<file path="src/rtl/apb_slave_mem_if.sv">
// APB completer-side bus bundle for apb_slave_mem; clock and reset stay plain ports.
interface apb_slave_mem_if;
  logic [31:0] p_addr;
  logic        p_sel;
  logic        p_enable;
  logic        p_write;
  logic [31:0] p_wdata;
  logic [3:0]  p_strb;
  logic [31:0] p_rdata;
  logic        p_ready;
  logic        p_slverr;

  modport master (
    output p_addr, p_sel, p_enable, p_write, p_wdata, p_strb,
    input  p_rdata, p_ready, p_slverr
  );

  modport slave (
    input  p_addr, p_sel, p_enable, p_write, p_wdata, p_strb,
    output p_rdata, p_ready, p_slverr
  );
endinterface

</file>
<file path="src/rtl/apb_slave_mem.sv">
// APB word-addressed memory slave: byte strobes, fixed wait states, PSLVERR on bad accesses.
// Word 0 is a read-only ID register.
module apb_slave_mem #(
  parameter int          DEPTH       = 16,
  parameter int          WAIT_CYCLES = 1,
  parameter logic [31:0] ID_VALUE    = 32'hA9B0_0001
) (
  input  logic              p_clk,
  input  logic              p_resetn,
  apb_slave_mem_if.slave    apb
);
  localparam int AW = (DEPTH > 2) ? $clog2(DEPTH) : 1;

  typedef enum logic {IDLE, ACCESS} state_t;

  typedef struct packed {
    logic [AW-1:0] idx;
    logic          wr;
    logic [31:0]   wdata;
    logic [3:0]    strb;
    logic          err;
  } req_t;

  state_t      state, state_d;
  logic [3:0]  cnt, cnt_d;
  req_t        req;
  logic        latch;
  logic        ready;
  logic        set_err;
  logic [31:0] mem [DEPTH];

  // Error classification is done at setup so the access phase only needs the latched flag.
  always_comb begin
    set_err = (apb.p_addr[1:0] != 2'b00)
            | ({2'b00, apb.p_addr[31:2]} >= 32'(DEPTH))
            | (apb.p_write & (apb.p_addr[31:2] == 30'd0));
  end

  always_ff @(posedge p_clk or negedge p_resetn) begin
    if (!p_resetn) begin
      state <= IDLE;
      cnt   <= '0;
    end else begin
      state <= state_d;
      cnt   <= cnt_d;
    end
  end

  always_comb begin
    state_d = state;
    cnt_d   = cnt;
    latch   = 1'b0;
    ready   = 1'b0;
    case (state)
      IDLE: begin
        // Enable without a preceding setup phase is ignored.
        if (apb.p_sel && !apb.p_enable) begin
          latch   = 1'b1;
          cnt_d   = 4'(WAIT_CYCLES);
          state_d = ACCESS;
        end
      end
      ACCESS: begin
        if (!apb.p_sel) begin
          state_d = IDLE;
        end else if (apb.p_enable) begin
          if (cnt != 4'd0) begin
            cnt_d = cnt - 4'd1;
          end else begin
            ready   = 1'b1;
            state_d = IDLE;
          end
        end
      end
      default: state_d = IDLE;
    endcase
  end

  always_ff @(posedge p_clk or negedge p_resetn) begin
    if (!p_resetn) begin
      req <= '0;
    end else if (latch) begin
      req.idx   <= apb.p_addr[AW+1:2];
      req.wr    <= apb.p_write;
      req.wdata <= apb.p_wdata;
      req.strb  <= apb.p_strb;
      req.err   <= set_err;
    end
  end

  always_ff @(posedge p_clk or negedge p_resetn) begin
    if (!p_resetn) begin
      mem[0] <= ID_VALUE;
      for (int i = 1; i < DEPTH; i++) mem[i] <= '0;
    end else if (ready && req.wr && !req.err) begin
      for (int b = 0; b < 4; b++)
        if (req.strb[b]) mem[req.idx][8*b +: 8] <= req.wdata[8*b +: 8];
    end
  end

  assign apb.p_ready  = ready;
  assign apb.p_slverr = ready & req.err;
  assign apb.p_rdata  = (ready && !req.wr && !req.err) ? mem[req.idx] : 32'h0;
endmodule
</file>
<file path="src/flat_wrapper.sv">
// flat-port wrapper written by rule: the top's interface ports become plain ports
module apb_slave_mem_flat 
#(
  parameter int          DEPTH       = 16,
  parameter int          WAIT_CYCLES = 1,
  parameter logic [31:0] ID_VALUE    = 32'hA9B0_0001
)
  (p_clk, p_resetn, apb_p_addr, apb_p_sel, apb_p_enable, apb_p_write, apb_p_wdata, apb_p_strb, apb_p_rdata, apb_p_ready, apb_p_slverr);
  apb_slave_mem_if apb_i ();
  input  logic p_clk;
  input  logic p_resetn;
  input wire logic [$bits(apb_i.p_addr)-1:0] apb_p_addr;
  input wire logic [$bits(apb_i.p_sel)-1:0] apb_p_sel;
  input wire logic [$bits(apb_i.p_enable)-1:0] apb_p_enable;
  input wire logic [$bits(apb_i.p_write)-1:0] apb_p_write;
  input wire logic [$bits(apb_i.p_wdata)-1:0] apb_p_wdata;
  input wire logic [$bits(apb_i.p_strb)-1:0] apb_p_strb;
  output wire logic [$bits(apb_i.p_rdata)-1:0] apb_p_rdata;
  output wire logic [$bits(apb_i.p_ready)-1:0] apb_p_ready;
  output wire logic [$bits(apb_i.p_slverr)-1:0] apb_p_slverr;
  assign apb_i.p_addr = apb_p_addr;
  assign apb_i.p_sel = apb_p_sel;
  assign apb_i.p_enable = apb_p_enable;
  assign apb_i.p_write = apb_p_write;
  assign apb_i.p_wdata = apb_p_wdata;
  assign apb_i.p_strb = apb_p_strb;
  assign apb_p_rdata = apb_i.p_rdata;
  assign apb_p_ready = apb_i.p_ready;
  assign apb_p_slverr = apb_i.p_slverr;
  apb_slave_mem #(.DEPTH(DEPTH), .WAIT_CYCLES(WAIT_CYCLES), .ID_VALUE(ID_VALUE)) u_core (.p_clk(p_clk), .p_resetn(p_resetn), .apb(apb_i));
endmodule
</file>
<file path="config.mk">
export PLATFORM = sky130hd
export DESIGN_NAME = apb_slave_mem_flat
export DESIGN_NICKNAME = d
export VERILOG_FILES = /design/src/rtl/apb_slave_mem_if.sv /design/src/rtl/apb_slave_mem.sv /design/src/flat_wrapper.sv
export SDC_FILE = /design/constraint.sdc
export NUM_CORES = 1
export LEC_CHECK = 0
export BUFFER_PORTS_ARGS = -buffer_cell sky130_fd_sc_hd__buf_2
export CORE_ASPECT_RATIO = 1.75
export CORE_MARGIN = 1.5
export CORE_UTILIZATION = 45
export DETAILED_ROUTE_END_ITERATION = 7
export HOLD_SLACK_MARGIN = 0.15
export PLACE_DENSITY = 0.6
export SLEW_MARGIN = 20
export SYNTH_ARGS = -nofsm -noshare
export SYNTH_HDL_FRONTEND = slang
export SYNTH_SLANG_ARGS = --single-unit
export TNS_END_PERCENT = 50
</file>
<file path="constraint.sdc">
create_clock -name p_clk -period 3.9 [get_ports p_clk]
set_input_delay 0.585 -clock p_clk [delete_from_list [all_inputs] [get_ports p_clk]]
set_output_delay 0.585 -clock p_clk [all_outputs]
set_load 0.01 [all_outputs]
</file>
==> results.cfg <==
[layout]
final.fill_count = 4975
multi_input_area_sq_um = 11800
syn2layout_area_growth_pct = 12.2
utilization_pct = 51.0
seq_area_sq_um = 14000
fin_nets = 1818
n_antenna_cell = 0
final_cell_area_sq_um = 29600
drive_gt1_share_pct = 57.1

[setup_path]
required_ps = 3310
endpoint_kind = output pin
arrival_ps = 3110
worstPathMaxFanout = 18
worstSetupStartpointType = flip-flop
path_class = flip-flop to output pin

[global_routing]
track_usage_pct = 21.3
antenna_found_initial = 0
grt_max_degree = 106
grt-ovfl-total = 0
grt_pass1_vias = 15984
grt_pass1_wl_microns = 96400

[die]
die_h_microns = 323
io_pins = 107
die_w_microns = 186
rows = 117
core_area_sq_um = 58000
initial_core_util_pct = 45.4
die-area_sq_um = 60100

[yosys]
ys_async_sr_fraction_pct = 100
yosys-top-cells-count = dfrtp_1 (551), mux2_2 (528), mux4_2 (95)
ys_types = 51
seq_area_frac_synth_pct = 53.1
ys_seq_elements = 559
ys.flop_type = dfrtp_1
synth_area_leaders = dfrtp_1 (52%), mux2_2 (23%), mux4_2 (8.1%)
synth_area_sq_um = 26300
ys_warn_count = 0
yosys.cell_count.top_type = dfrtp_1
syn_inst = 1646
synth_edf_count = 0
synth.top_cell.area_share_pct = 52.3
syn_nets = 1720
synth_top_cell_by_area = dfrtp_1
synth_area_per_cell_sq_um = 16.0

[power]
power.leakage_nw = 15.0
p_per_area_nw_per_um2 = 446
ir_drop_mv = 0.294

[timing]
fin_skew_ps = 9.82
rsz0062_at_grt = no
fin_crit_ps = 3690
hold_viol = 0
finalSetupTns_ps = 0
setup_viol = 0
finalMaxSlewViolations = 0
tightest_slew_ps = 981
period_share_pct = 94.7
relSlewSlack_pct = 34.6
max_freq_mhz = 271

[placed_design]
placed_area_sq_um = 27800
gp_congestion = 0.759
dp_hpwl_microns = 40600
port_buffers = 106

[drt]
wl_microns = 60800
ant_nets = 0
drt_iter0_drc = 600
wl_met3_microns = 1950
wire_per_inst_microns = 23.8
dr_wl_met2_microns = 32300
vias = 14365
drt-met1-wl_microns = 24700
drtPass1Iterations = 4
viasPerCell = 5.62
drc_errors = 0
top_layer = met4

[status]
outcome = finished clean

[clock_tree]
clk_path_buf_depth = 3
cts_tree = built
insertion_delay_ps = 590
htree_levels = 2
clock_sinks = 559
clockRootBuffer = clkbuf_16
cts_buffers = 53
path_clk_slew_ps = 60

[run]
max-cap-violations = 0

[hold_path]
hp-class = input pin to flip-flop
## logic make-up after synthesis
group                    after synthesis  share of synthesized area (%)
AO/OA/AOI/OAI                         79                           1.94
adder cells (fa/ha/maj)                1                         0.0475
buffers and inverters                105                           2.00
flip-flops                           559                           53.1
multiplexers                         715                           35.6
AND/OR/NAND/NOR                      187                           7.24
## sequential cells by signal, summed over array words and instances, names as in the netlist
register,cells
u_core.mem,512
u_core.state,1
u_core.req,42
u_core.cnt,4
## power breakdown
part	internal, W	leakage, nW	switching [W]
clock	0.00305	0.863	0.00226
sequential	0.00591	7.68	0.000422
combinational	0.000582	6.45	0.000966
## per-stage QoR
| step | total power, W | instances | hold slack [ps] | setup slack (ps) |
|---|---|---|---|---|
| floorplan | 0.00733 | 1646 | 289 | 1320 |
| detailed placement | 0.00802 | 2461 | 471 | 690 |
| global route | 0.0137 | 2556 | 198 | 38.8 |
| finish | 0.0132 | 2556 | 220 | 205 |
| global placement | 0.00800 | 2461 | 464 | 723 |
| CTS | 0.0134 | 2556 | 183 | 112 |
## worst max-delay path, stage by stage (launching register included)
cell and delay [ps]:
dfrtp_1 400, inv_1 80, ha_1 200, and4b_1 200, buf_4 180, and2_1 180
nand2_2 340, buf_12 310, nor4_1 400, buf_2 210
## placed cells by master, fill, tap and decap left out, drive strengths merged, types with 6 or more instances in the layout
cell type,instances
nand4,6
nand2,16
nand2b,7
o22ai,64
clkinv,8
mux4,95
nor3,22
dfstp,8
nor4,37
dfrtp,551
nor2b,6
nor2,80
mux2,616
clkbuf,75
buf,144
## final timing paths
check	start	to	slack (ps)	depth (start not counted)
setup / recovery	u_core.cnt[0]	apb_p_rdata[28]	210	9
hold / removal	apb_p_wdata[15]	u_core.req[20]	220	2
setup reg to reg	u_core.req[0]	u_core.mem[280]	970	4
hold reg to reg	u_core.mem[185]	u_core.mem[185]	480	1
max in group asynchronous	p_resetn	u_core.req[22]	2150	4
min in group asynchronous	p_resetn	u_core.mem[506]	590	2
## final cells by class
cell class	instances	share of cell area, %
Multi-Input combinational cell	982	40.0
Clock buffer	75	5.17
Clock inverter	19	0.804
Inverter	3	0.0381
Tap cell	773	3.27
Sequential cell	559	47.4
Timing Repair Buffer	145	3.33
## metal layers
| metal | track usage [%] | vias to the layer above |
|---|---|---|
| met5 | 0 | - |
| met4 | 7.11 | 0 |
| met3 | 2.26 | 100 |
| met2 | 38.1 | 227 |
| met1 | 26.7 | 7695 |
| li1 | - | 6343 |
## what timing repair did
action / 4_1_cts / 5_1_grt
gates resized for setup: 0 / 0
hold endpoints to repair: 81 / 0
buffers inserted: 0 / 0
endpoints found under the setup margin: 0 / 0
hold buffers: 1 / 0
Power figures use the tool's default switching activity.
